<file path="config.mk">
export PLATFORM = sky130hd
export DESIGN_NAME = fpu_issue_ctrl
export DESIGN_NICKNAME = d
export VERILOG_FILES = /design/src/rtl/fpu_pkg.sv /design/src/rtl/fpu_lat_decode.sv /design/src/rtl/fpu_issue_ctrl.sv
export SDC_FILE = /design/constraint.sdc
export NUM_CORES = 1
export LEC_CHECK = 0
export CELL_PAD_IN_SITES_DETAIL_PLACEMENT = 2
export CELL_PAD_IN_SITES_GLOBAL_PLACEMENT = 2
export CORE_ASPECT_RATIO = 0.5
export CORE_MARGIN = 5
export CORE_UTILIZATION = 25
export CTS_CLUSTER_DIAMETER = 40
export DETAILED_ROUTE_END_ITERATION = 10
export PLACE_DENSITY = 0.94
export SLEW_MARGIN = 20
export SYNTH_ARGS = -nofsm -noshare
export SYNTH_HDL_FRONTEND = slang
export SYNTH_SLANG_ARGS = --single-unit
</file>
<file path="constraint.sdc">
create_clock -name clk -period 3.9 [get_ports clk]
set_input_delay 0.78 -clock clk [delete_from_list [all_inputs] [get_ports clk]]
set_output_delay 0.78 -clock clk [all_outputs]
set_load 0.1 [all_outputs]
</file>
<file path="src/rtl/fpu_pkg.sv">
// Shared definitions for the FPU issue/writeback controller: opcodes, FSM states,
// flag and compare bit positions, and opcode classification helpers.
package fpu_pkg;

   localparam logic [6:0] OP_FADD_S  = 7'h00;
   localparam logic [6:0] OP_FADD_D  = 7'h01;
   localparam logic [6:0] OP_FSUB_S  = 7'h04;
   localparam logic [6:0] OP_FSUB_D  = 7'h05;
   localparam logic [6:0] OP_FMUL_S  = 7'h08;
   localparam logic [6:0] OP_FMUL_D  = 7'h09;
   localparam logic [6:0] OP_FDIV_S  = 7'h0C;
   localparam logic [6:0] OP_FDIV_D  = 7'h0D;
   localparam logic [6:0] OP_FSQRT_S = 7'h2C;
   localparam logic [6:0] OP_FSQRT_D = 7'h2D;
   localparam logic [6:0] OP_FCVT_LO = 7'h10;
   localparam logic [6:0] OP_FCVT_HI = 7'h15;
   localparam logic [6:0] OP_FCMP_S  = 7'h50;
   localparam logic [6:0] OP_FCMP_D  = 7'h51;

   typedef enum logic [1:0] {
      ST_IDLE = 2'd0,
      ST_EXEC = 2'd1,
      ST_RESP = 2'd2
   } state_e;

   // Bit positions inside fflags / rsp_flags and rsp_cmp.
   localparam int FLAG_NV = 3;
   localparam int FLAG_OF = 2;
   localparam int FLAG_UF = 1;
   localparam int FLAG_NX = 0;
   localparam int CMP_LT  = 3;
   localparam int CMP_EQ  = 2;
   localparam int CMP_GT  = 1;
   localparam int CMP_UN  = 0;

   typedef enum logic [2:0] {
      CLS_ADD,
      CLS_MUL,
      CLS_DIV,
      CLS_SQRT,
      CLS_CVT,
      CLS_CMP
   } op_class_e;

   // Unrecognised opcodes fall into the compare class so they get the shortest latency.
   function automatic op_class_e op_class(input logic [6:0] opcode);
      op_class_e cls;
      cls = CLS_CMP;
      if (opcode == OP_FADD_S || opcode == OP_FADD_D ||
          opcode == OP_FSUB_S || opcode == OP_FSUB_D)        cls = CLS_ADD;
      else if (opcode == OP_FMUL_S || opcode == OP_FMUL_D)   cls = CLS_MUL;
      else if (opcode == OP_FDIV_S || opcode == OP_FDIV_D)   cls = CLS_DIV;
      else if (opcode == OP_FSQRT_S || opcode == OP_FSQRT_D) cls = CLS_SQRT;
      else if (opcode >= OP_FCVT_LO && opcode <= OP_FCVT_HI) cls = CLS_CVT;
      return cls;
   endfunction

   function automatic logic is_cmp_op(input logic [6:0] opcode);
      return (opcode == OP_FCMP_S) || (opcode == OP_FCMP_D);
   endfunction

endpackage

</file>
<file path="src/rtl/fpu_lat_decode.sv">
// Combinational opcode-to-latency lookup; latencies are per-class parameters.
module fpu_lat_decode
   import fpu_pkg::*;
#(
   parameter int LAT_ADD  = 3,
   parameter int LAT_MUL  = 3,
   parameter int LAT_DIV  = 12,
   parameter int LAT_SQRT = 12,
   parameter int LAT_CVT  = 2,
   parameter int LAT_CMP  = 1
) (
   input  logic [6:0] opcode,
   output logic [7:0] lat
);

   // NOTE: every path assigns lat (default first), so no latch is inferred.
   always_comb begin
      lat = 8'(LAT_CMP);
      unique case (op_class(opcode))
         CLS_ADD:  lat = 8'(LAT_ADD);
         CLS_MUL:  lat = 8'(LAT_MUL);
         CLS_DIV:  lat = 8'(LAT_DIV);
         CLS_SQRT: lat = 8'(LAT_SQRT);
         CLS_CVT:  lat = 8'(LAT_CVT);
         CLS_CMP:  lat = 8'(LAT_CMP);
         default:  lat = 8'(LAT_CMP);
      endcase
   end

endmodule

</file>
<file path="src/rtl/fpu_issue_ctrl.sv">
// Single-outstanding issue/writeback controller in front of the FPU core: holds operands
// for the class latency, captures the core result and accumulates sticky fflags.
module fpu_issue_ctrl
   import fpu_pkg::*;
#(
   parameter int LAT_ADD  = 3,
   parameter int LAT_MUL  = 3,
   parameter int LAT_DIV  = 12,
   parameter int LAT_SQRT = 12,
   parameter int LAT_CVT  = 2,
   parameter int LAT_CMP  = 1
) (
   input  logic        clk,
   input  logic        rst_n,
   input  logic        req_valid,
   output logic        req_ready,
   input  logic [6:0]  req_opcode,
   input  logic [2:0]  req_rm,
   input  logic [63:0] req_a,
   input  logic [63:0] req_b,
   output logic [6:0]  fpu_opcode,
   output logic [2:0]  fpu_rounding_mode,
   output logic [63:0] fpu_operand_a,
   output logic [63:0] fpu_operand_b,
   input  logic [63:0] fpu_result,
   input  logic [3:0]  fpu_flags,
   input  logic [3:0]  fpu_cmp,
   output logic        rsp_valid,
   input  logic        rsp_ready,
   output logic [63:0] rsp_result,
   output logic [3:0]  rsp_flags,
   output logic [3:0]  rsp_cmp,
   output logic [3:0]  fflags,
   input  logic        fflags_clr
);

   state_e     state;
   logic [7:0] cnt;
   logic [7:0] req_lat;
   logic       accept;
   logic       capture;
   logic       cur_is_cmp;

   fpu_lat_decode #(
      .LAT_ADD  (LAT_ADD),
      .LAT_MUL  (LAT_MUL),
      .LAT_DIV  (LAT_DIV),
      .LAT_SQRT (LAT_SQRT),
      .LAT_CVT  (LAT_CVT),
      .LAT_CMP  (LAT_CMP)
   ) u_lat_decode (
      .opcode (req_opcode),
      .lat    (req_lat)
   );

   assign req_ready  = (state == ST_IDLE);
   assign rsp_valid  = (state == ST_RESP);
   assign accept     = req_ready && req_valid;
   assign capture    = (state == ST_EXEC) && (cnt == 8'd1);
   assign cur_is_cmp = is_cmp_op(fpu_opcode);

   // NOTE: state and datapath registers use non-blocking assignments only.
   always_ff @(posedge clk or negedge rst_n) begin
      if (!rst_n) begin
         state             <= ST_IDLE;
         cnt               <= '0;
         fpu_opcode        <= '0;
         fpu_rounding_mode <= '0;
         fpu_operand_a     <= '0;
         fpu_operand_b     <= '0;
         rsp_result        <= '0;
         rsp_flags         <= '0;
         rsp_cmp           <= '0;
      end else begin
         unique case (state)
            ST_IDLE: begin
               if (accept) begin
                  fpu_opcode        <= req_opcode;
                  fpu_rounding_mode <= req_rm;
                  fpu_operand_a     <= req_a;
                  fpu_operand_b     <= req_b;
                  cnt               <= req_lat;
                  state             <= ST_EXEC;
               end
            end
            ST_EXEC: begin
               cnt <= cnt - 8'd1;
               if (capture) begin
                  // Compares report only through rsp_cmp; everything else only through rsp_result.
                  rsp_result <= cur_is_cmp ? 64'd0 : fpu_result;
                  rsp_cmp    <= cur_is_cmp ? fpu_cmp : 4'd0;
                  rsp_flags  <= fpu_flags;
                  state      <= ST_RESP;
               end
            end
            ST_RESP: begin
               if (rsp_ready) state <= ST_IDLE;
            end
            default: state <= ST_IDLE;
         endcase
      end
   end

   // A clear coincident with a capture keeps the freshly captured flags.
   always_ff @(posedge clk or negedge rst_n) begin
      if (!rst_n) fflags <= '0;
      else        fflags <= (fflags_clr ? 4'd0 : fflags) | (capture ? fpu_flags : 4'd0);
   end

endmodule

</file>
; ---- Yosys cells after proc, flatten, opt, wreduce, memory -nomap -nowiden
; Cells that the tools add are included.
[classes]
addsub = 1
multipliers = 0
n_div = 0
magnitude_cmp = 2
n_eq_ne = 21
shift = 0
muxes = 16
bitwise_logic = 1
n_reduce_logical = 20
[ops]
columns = operator, n
row1 = 64-bit two-way mux, 1
row2 = 7-bit by 4-bit equality test with 1-bit output (second input constant), 4
row3 = 8-bit one-hot mux with 2 select lines, 1
row4 = 7-bit by 3-bit equality test with 1-bit output (second input constant), 2
row5 = 7-bit by 6-bit equality test with 1-bit output (second input constant), 2
row6 = 7-bit equality test (second input constant), 2
row7 = 3-bit two-way mux, 4
row8 = 4-bit two-way mux, 3
row9 = 4-bit one-hot mux with 3 select lines, 1
row10 = 8-bit by 1-bit equality test with 1-bit output (second input constant), 1
row11 = 8-bit two-way mux, 1
row12 = 8-bit by 1-bit subtractor with 8-bit output (second input constant), 1
row13 = 7-bit by 1-bit equality test with 1-bit output (second input constant), 1
row14 = 7-bit by 5-bit >= comparator with 1-bit output (second input constant), 1
row15 = 7-bit by 5-bit less-or-equal comparator with 1-bit output (second input constant), 1
row16 = 7-bit zero test, 1
row17 = 1-bit logical OR, 7
row18 = 3-bit by 2-bit equality test with 1-bit output (second input constant), 2
row19 = 2-bit two-way mux, 3
row20 = 2-bit one-hot mux with 3 select lines, 1
row21 = 2-bit AND reduction, 3
row22 = 2-bit by 1-bit inequality test with 1-bit output (second input constant), 2
row23 = 4-bit OR, 1
row24 = 2-bit OR reduction, 2
row25 = other kinds (11), 13
[totals]
regBits = 224
latch_bits = 0
mem_bits_rw = 0
mem_bits_ro = 0
in_bits = 215
word_cells = 71
mem_count = 0

; ---- Longest topological paths before layout
; Gate-level depths: netlist of the first run.
[logic_depth]
depth_word = 12
mapped_depth = 7
ltp_nobuf = 5

; ---- By module
; Synthesis of the first run repeated with hierarchy kept, for this count alone.
[unflattened]
hier_cells = 982
hier_area_um2 = 9302.7
[by_module_without_submodules]
columns = module, instances, cells_per_inst, area_each_um2, seq_area_each_um2
row1 = fpu_issue_ctrl, 1, 968, 9197.6, 5605.4
row2 = fpu_lat_decode, 1, 14, 105.1, 0.0

; ---- Worst setup path before layout of the first run
; OpenSTA, ideal clock, no wires.
[synth_path]
kind = register -> output
start = register state[1]
end = output port rsp_valid
arrival_ps = 1803
setup_slack_ps = 1317
stages_incl_launch_ff = 2
n_path_buf = 0
path_cell_list = dfrtp_1 -> nor2b_1
[synth_between]
elab_chain_cells = 1
[synth_rtl]
columns = element, line
row1 = from (decl), fpu_issue_ctrl.sv:37  ; state_e state;
row2 = from (signal assigned), fpu_issue_ctrl.sv:65  ; state <= ST_IDLE;
row3 = from (signal assigned), fpu_issue_ctrl.sv:83  ; state <= ST_EXEC;
row4 = from (signal assigned), fpu_issue_ctrl.sv:93  ; state <= ST_RESP;
row5 = 2-bit equality test, fpu_issue_ctrl.sv:57  ; assign rsp_valid = (state == ST_RESP);
row6 = to (decl), fpu_issue_ctrl.sv:28  ; output logic rsp_valid,
; Every way passes these cells.

; ---- Worst setup path after layout of the first run
[layout_path]
start = register fpu_opcode[4]
end = output port fpu_opcode[4]
[layout_rtl]
columns = element, line
row1 = from (decl), fpu_issue_ctrl.sv:21  ; output logic [6:0] fpu_opcode,
row2 = from (signal assigned), fpu_issue_ctrl.sv:78  ; fpu_opcode <= req_opcode;
; No word-level cell between the ends.

==> flow_summary.ini, run 1 <==
[synthesis]
async_flop_share_pct = 100
synth_common_cells = 422 x nand2_1, 224 x dfrtp_1, 72 x inv_1
syn_nets = 1176
yosysSeqAreaShare_pct = 61.4
yosys.cell_types.count = 35
yosys.area.top_type = dfrtp_1
syn_area_per_cell_sq_um = 9.53
synth_edf_count = 0
synth-seq-cells = 224
yosysMostFrequentCell = nand2_1
syn_inst = 959
yosys_most_used_dff = dfrtp_1
netlist_area_sq_um = 9140
synth_area_leaders = dfrtp_1 61%, nand2_1 17%, mux2i_1 7.6%, o21ai_0 3.6%, inv_1 3.0%
yosysTopAreaCellShare_pct = 61.4
yosys_warnings = 0

[drt]
via_count = 8669
drtAntennaViolNets = 0
first_iter_violations = 406
wl_per_cell_um = 24.0
routed_wl_mm = 45.8
drtPass1Iterations = 4
drc = 0
viasPerCell = 4.55

[critical_path]
crit_path_start_kind = flip-flop
critical_path_arrival_ps = 2200
end_kind = output pin
critPathKind = reg -> out
crit_buf_inv = 1
worst_ep_required_time_ps = 3120
crit_family = buffers and inverters
slowest_delay_ps = 1230
path_cells = clkdlybuf4s50_1
cp_slowest_cell = clkdlybuf4s50_1
path_max_fanout = 3

[layout]
synthToLayoutAreaGrowth_pct = 66.9
fill_cells = 3796
layout-drive-gt1-share_pct = 6.09
fin_util_pct = 42.4
fin_nets = 1604

[grt]
antenna_found_initial = 9
grt_first_pass_wirelength_mm = 67.1
grt_max_degree = 84
first_global_vias = 10362
grt_usage_pct = 21.4
overflow = 0

[clock_network]
htreeDepth = 2
cts_max_path_buffers = 3
cts_tree = yes
cts_hold_buf = 0
post_cts_resized = 0
postCtsSetupBuffers = 0
cts_buffers = 35
path_clk_slew_ps = 60
root_buffer = clkbuf_16
cts_sinks = 224
clock_latency_ps = 510

[sta]
tightest_slew_ps = 1100
setup_ws_ps = 921
whs_ps = 234
fin_crit_ps = 2980
hold_viol = 0
drv_slew = 0
relSlewSlack_pct = 26.4
fin_setup_tns_ps = 0
rsz0062_at_grt = false
period_share_pct = 76.4
clock.fmax_mhz = 336
skew_ps = 26.5
setup-violations-final = 0

[die]
ios = 431
die_x_um = 280
design.die.area_sq_um = 40700
die-height_um = 145
start_util_pct = 25.4
rows = 49
core-area_sq_um = 36000

[placement]
dp_hpwl_mm = 31.8
portBuffers = 430
routabilityCongestion = 0.844
pre_cts_slack_ps = 963

[flow_run]
drv_cap = 0

[outcome]
outcome = complete, no violations

[hold_path]
hold_path.class = in -> async
-- worst reg2reg max path: cells and delay by family (launching register included) --
| kind | cells | cell delay [ps] |
|---|---|---|
| simple gates | 2 | 690 |
| fa+ha+maj | 1 | 180 |
| flops | 1 | 450 |
| buf+inv | 2 | 560 |
| mux | 1 | 520 |
-- kinds of logic after synthesis --
kind of cell             after synthesis  share of synthesized area (%)
adder cells (fa/ha/maj)                2                          0.274
flip-flops                           224                           61.4
AO/OA/AOI/OAI                         77                           4.71
multiplexers                          78                           8.67
AND/OR/NAND/NOR                      453                           19.5
buffers and inverters                125                           5.52
-- final timing paths --
check                                            startpoint                               end  slack (ps)  cells after the start
max                               fpu_opcode[4]$_DFFE_PN0P_                     fpu_opcode[4]         920                      1
min                                                   rst_n     fpu_operand_b[21]$_DFFE_PN0P_         230                      1
max reg2reg                              cnt[1]$_DFFE_PN0P_          rsp_flags[3]$_DFFE_PN0P_        1390                      6
min reg2reg                fpu_rounding_mode[2]$_DFFE_PN0P_  fpu_rounding_mode[2]$_DFFE_PN0P_         470                      2
max in group asynchronous                             rst_n        rsp_result[20]$_DFFE_PN0P_        2630                      2
min in group clk           fpu_rounding_mode[2]$_DFFE_PN0P_  fpu_rounding_mode[2]$_DFFE_PN0P_         470                      2
-- through the flow --
step | instances | cell area (sq um)
after floorplan | 959 | 9140
after global placement | 1834 | 14000
after detailed placement | 1834 | 14000
after CTS | 1897 | 15200
after global routing | 1907 | 15200
final | 1907 | 15200
-- flip-flops by register name (all words and copies together), names as in the netlist --
| register | cells |
|---|---|
| fpu_opcode | 7 |
| state | 2 |
| rsp_cmp | 4 |
| fpu_operand_a | 64 |
| fpu_operand_b | 64 |
| rsp_result | 64 |
| cnt | 8 |
| rsp_flags | 4 |
| fflags | 4 |
| fpu_rounding_mode | 3 |
-- final cells by class --
type	count	area, sq um	area share, %
antenna	10	25.0	0.164
clock buffer	46	1000	6.56
clock inverter	17	239	1.57
inverter	72	270	1.77
multi-input combinational	610	3040	20.0
sequential	224	5610	36.8
tap	484	606	3.97
timing repair buffer	444	4460	29.2
-- cells in the final DEF (no fill, tap or decap), types with 5 or more instances in the layout --
master and n:
buf_4 12, mux2_1 5, clkdlybuf4s50_1 427, clkbuf_16 37
nand2_1 422, clkbuf_1 5, nor3_1 7, bufinv_16 5
o21ai_0 65, mux2i_1 69, inv_1 72, clkinv_2 6
dfrtp_1 224, diode_2 10
-- layer usage --
layer,part of all wire [%],track usage [%]
met4,5.7,11.9
met3,2.7,3.31
met1,35,21.7
met5,0,0
met2,57,41.7
Power of run 1 is not shown: default switching activity piles up to over one toggle a cycle in this logic, so the estimate is an artifact.
==> run 2: changes to the inputs <==
--- a/config.mk
+++ b/config.mk
@@ -9,10 +9,10 @@
 export CELL_PAD_IN_SITES_GLOBAL_PLACEMENT = 2
 export CORE_ASPECT_RATIO = 0.5
 export CORE_MARGIN = 5
-export CORE_UTILIZATION = 25
+export CORE_UTILIZATION = 23
 export CTS_CLUSTER_DIAMETER = 40
 export DETAILED_ROUTE_END_ITERATION = 10
-export PLACE_DENSITY = 0.94
+export PLACE_DENSITY = 0.88
 export SLEW_MARGIN = 20
 export SYNTH_ARGS = -nofsm -noshare
 export SYNTH_HDL_FRONTEND = slang
==> constraint.sdc (replaced) <==
create_clock -name clk -period 2.8 [get_ports clk]
set_input_delay 0.56 -clock clk [delete_from_list [all_inputs] [get_ports clk]]
set_output_delay 0.56 -clock clk [all_outputs]
set_load 0.1 [all_outputs]
==> flow_summary.ini, run 2 (synthesis gave the netlist of run 1 again) <==
[sta]
fin_crit_ps = 2350
drv_slew = 0
skew_ps = 35.8
clock.fmax_mhz = 425
rsz0062_at_grt = false
hold_viol = 1
fin_setup_tns_ps = 0
relSlewSlack_pct = 52.9
tightest_slew_ps = 697
period_share_pct = 84.0
whs_ps = -4.76
setup-violations-final = 0

[layout]
final_common_cell = nand2_1
fin_nets = 1609
synthToLayoutAreaGrowth_pct = 61.7
layout-drive-gt1-share_pct = 21.4
finalNonFillerCells = 1951
layout_common_cells = 422 x nand2_1, 226 x buf_4, 224 x dfrtp_1
fin_area_sq_um = 14800
reg_top3 = fpu_operand_a: 64 flops, fpu_operand_b: 64 flops, rsp_result: 64 flops

[placement]
portBuffers = 430
dp_hpwl_mm = 31.2
dpl.cell_count = 1886
routabilityCongestion = 0.813
place_area_sq_um = 13600

[clock_network]
cts_hold_buf = 0
cts_sinks = 224
cts_tree = yes
post_cts_resized = 0
path_clk_slew_ps = 60
cts_max_path_buffers = 3
cts_buffers = 34
htreeDepth = 2
root_buffer = clkbuf_16
clock_latency_ps = 510
postCtsSetupBuffers = 0

[outcome]
outcome = finished with violations
violations = negative hold slack

[critical_path]
path_cells = inv_1, ha_1, or4b_1, nor3_4, buf_12, buf_4, mux2i_1
crit_buf_inv = 3
crit_path_start_kind = flip-flop
worst_ep_required_time_ps = 3200
crit_family = buffers and inverters
critPathKind = reg -> reg
slowest_delay_ps = 510
critical_path_arrival_ps = 2760
path_max_fanout = 54
end_kind = flip-flop
cp_slowest_cell = or4b_1

[grt]
grt_first_pass_wirelength_mm = 61.5
grt_max_degree = 71
grt_usage_pct = 18.1
first_global_vias = 9888
overflow = 0
antenna_found_initial = 5

[die]
die_x_um = 292
ios = 431
die-height_um = 151
start_util_pct = 23.4
core-area_sq_um = 39100
rows = 51
design.die.area_sq_um = 44000

[drt]
routed_wl_mm = 42.0
drtPass1Iterations = 4
wl_per_cell_um = 21.5
viasPerCell = 4.41
first_iter_violations = 381
via_count = 8607
drtAntennaViolNets = 0
drc = 0

[hold_path]
hold_path.class = in -> async

[flow_run]
drv_cap = 0
-- run 2: cell types whose count changed in the layout (fill, tap and decap cells not counted), moves of 3 or more --
cell,before,now
diode_2,10,5
buf_12,4,10
clkinv_2,6,3
buf_4,12,226
clkdlybuf4s50_1,427,213
clkinvlp_4,1,5
-- run 2: stage by stage --
step           util, %  setup WS, ps
4_1_cts           37.8           461
3_3_place_gp      34.9           571
2_1_floorplan        -           437
3_5_place_dp      34.9           490
6_report          37.8           448
5_1_grt           37.8           324
-- run 2: worst paths after layout --
| path | slack [ps] | start | cells past startpoint | end |
|---|---|---|---|---|
| worst max register to register | 450 | cnt[1]$_DFFE_PN0P_ | 7 | rsp_result[22]$_DFFE_PN0P_ |
| worst max-delay path | 450 | cnt[1]$_DFFE_PN0P_ | 7 | rsp_result[22]$_DFFE_PN0P_ |
| worst min register to register | 480 | fpu_operand_b[8]$_DFFE_PN0P_ | 2 | fpu_operand_b[8]$_DFFE_PN0P_ |
| max in group asynchronous | 1940 | rst_n | 2 | fpu_operand_a[41]$_DFFE_PN0P_ |
| min in group clk | 480 | fpu_operand_b[8]$_DFFE_PN0P_ | 2 | fpu_operand_b[8]$_DFFE_PN0P_ |
| worst min-delay path | -5 | rst_n | 1 | rsp_result[7]$_DFFE_PN0P_ |
-- run 2: layout make-up --
| type | instances | area (sq um) |
|---|---|---|
| Sequential cell | 224 | 5610 |
| Timing Repair Buffer | 450 | 4040 |
| Tap cell | 530 | 663 |
| Fill cell | 4233 | 24300 |
| Clock buffer | 43 | 936 |
| Multi-Input combinational cell | 610 | 3040 |
| Antenna cell | 5 | 12.5 |
| Clock inverter | 17 | 200 |
| Inverter | 72 | 270 |
-- run 2: layer usage --
| layer | GRT usage (%) | share of wire (%) | vias to the layer above |
|---|---|---|---|
| met4 | 8.82 | 5.6 | 0 |
| met5 | 0 | 0 | - |
| li1 | - | - | 3875 |
| met3 | 3.19 | 2.8 | 121 |
| met1 | 18.9 | 36 | 4430 |
| met2 | 35.4 | 56 | 181 |
Power of run 2 is left out for the same reason.
==> run 3: changes to the inputs <==
==> constraint.sdc (replaced) <==
create_clock -name clk -period 2.45 [get_ports clk]
set_input_delay 0.49 -clock clk [delete_from_list [all_inputs] [get_ports clk]]
set_output_delay 0.49 -clock clk [all_outputs]
set_load 0.1 [all_outputs]
==> flow_summary.ini, run 3 (synthesis gave the netlist of run 1 again) <==
[clock_network]
cts_sinks = 224
path_clk_slew_ps = 60
clock_latency_ps = 560
cts_tree = yes
cts_max_path_buffers = 3
root_buffer = clkbuf_16
postCtsSetupBuffers = 0
post_cts_resized = 0
htreeDepth = 1
cts_buffers = 31

[layout]
fin_nets = 1610
reg_top3 = fpu_operand_a: 64 flops, fpu_operand_b: 64 flops, rsp_result: 64 flops
layout_common_cells = 422 x nand2_1, 225 x buf_4, 224 x dfrtp_1
final_common_cell = nand2_1
fill_cells = 4261
synthToLayoutAreaGrowth_pct = 61.6
layout-drive-gt1-share_pct = 21.4
seq_area_sq_um = 5610
multi_input_area_sq_um = 3040

[placement]
pre_cts_slack_ps = 109
dp_hpwl_mm = 31.7
routabilityCongestion = 0.820
portBuffers = 430

[drt]
drtAntennaViolNets = 0
drtPass1Iterations = 4
routed_wl_mm = 43.3
viasPerCell = 4.44
via_count = 8673
drc = 0
wl_per_cell_um = 22.2
first_iter_violations = 330

[sta]
setup-violations-final = 0
fin_setup_tns_ps = 0
rsz0062_at_grt = false
drv_slew = 0
tightest_slew_ps = 581
hold_viol = 0
setup_ws_ps = 100
relSlewSlack_pct = 61.3
clock.fmax_mhz = 426
fin_crit_ps = 2350
skew_ps = 20.9
period_share_pct = 95.9

[die]
die-height_um = 151
design.die.area_sq_um = 44000
start_util_pct = 23.4
core-area_sq_um = 39100
rows = 51
ios = 431
die_x_um = 292

[grt]
first_global_vias = 10062
antenna_found_initial = 8
grt_max_degree = 83
grt_usage_pct = 18.6
grt_first_pass_wirelength_mm = 63.2
overflow = 0

[outcome]
outcome = complete, no violations

[hold_path]
hold_path.class = in -> async

[critical_path]
worst_ep_required_time_ps = 2900
slowest_delay_ps = 520
r2r_slack_ps = 100
crit_path_start_kind = flip-flop
startpoint = cnt[1]$_DFFE_PN0P_
r2r_start = cnt[1]$_DFFE_PN0P_
cp_slowest_cell = or4b_1
path_max_fanout = 38
reg2reg_depth = 7
cp-endpoint = rsp_result[34]$_DFFE_PN0P_
crit_family = simple AND/OR/NAND/NOR gates
end_kind = flip-flop
crit_buf_inv = 3
r2r_end = rsp_result[34]$_DFFE_PN0P_
path_depth = 7
path_cells = inv_1, ha_1, or4b_1, nor3_4, buf_12, buf_4, mux2i_1
critical_path_arrival_ps = 2800
critPathKind = reg -> reg

[flow_run]
drv_cap = 0
-- run 3: timing repair --
item,4_1_cts,5_1_grt
hold endpoints to repair,42,0
hold buffers,1,0
setup endpoints to repair,0,0
-- run 3: worst min-delay path by stage --
stage | start | slack [ps] | to | cells after the start
after floorplan | rst_n | 190 | cnt[0]$_DFFE_PN0P_ | 0
after global placement | rst_n | 430 | fpu_operand_b[7]$_DFFE_PN0P_ | 1
after global routing | req_b[48] | 440 | fpu_operand_b[48]$_DFFE_PN0P_ | 3
after detailed placement | rst_n | 430 | fpu_operand_b[28]$_DFFE_PN0P_ | 1
final | rst_n | 450 | fpu_rounding_mode[0]$_DFFE_PN0P_ | 2
after CTS | req_a[45] | 420 | fpu_operand_a[45]$_DFFE_PN0P_ | 3
-- run 3: worst register-to-register path: cells and delay by family (launching register included) --
kind	cells	cell delay (ps)
adders and majority gates	1	150
muxes	1	300
buffers and inverters	3	650
DFF	1	420
and+or+nand+nor	2	710
-- run 3: metal layers --
metal / GRT usage, % / routed length, um / vias to the layer above
met2: 36.5 / 24500 / 179
met1: 19.1 / 14800 / 4481
li1: - / - / 3875
met3: 2.75 / 1170 / 136
met5: 0 / 7 / -
met4: 10.7 / 2750 / 2
-- run 3: area by class of cell --
| cell class | instances | area share [%] |
|---|---|---|
| diodes | 9 | 0.153 |
| clock buffers | 37 | 5.54 |
| clock inverters | 19 | 1.47 |
| inverters | 72 | 1.83 |
| multi-input cells | 610 | 20.6 |
| flip-flops and latches | 224 | 38.0 |
| well taps | 530 | 4.49 |
| repair buffers | 454 | 27.9 |
-- run 3: stage by stage --
step	utilization [%]	hold slack [ps]	instance area, sq um	std cells
detailed placement	35.1	427	13700	1889
finish	37.8	446	14800	1955
global placement	35.1	428	13700	1889
floorplan	-	194	9140	959
CTS	37.8	424	14700	1946
global route	37.8	441	14800	1954
Power of run 3 is left out for the same reason.
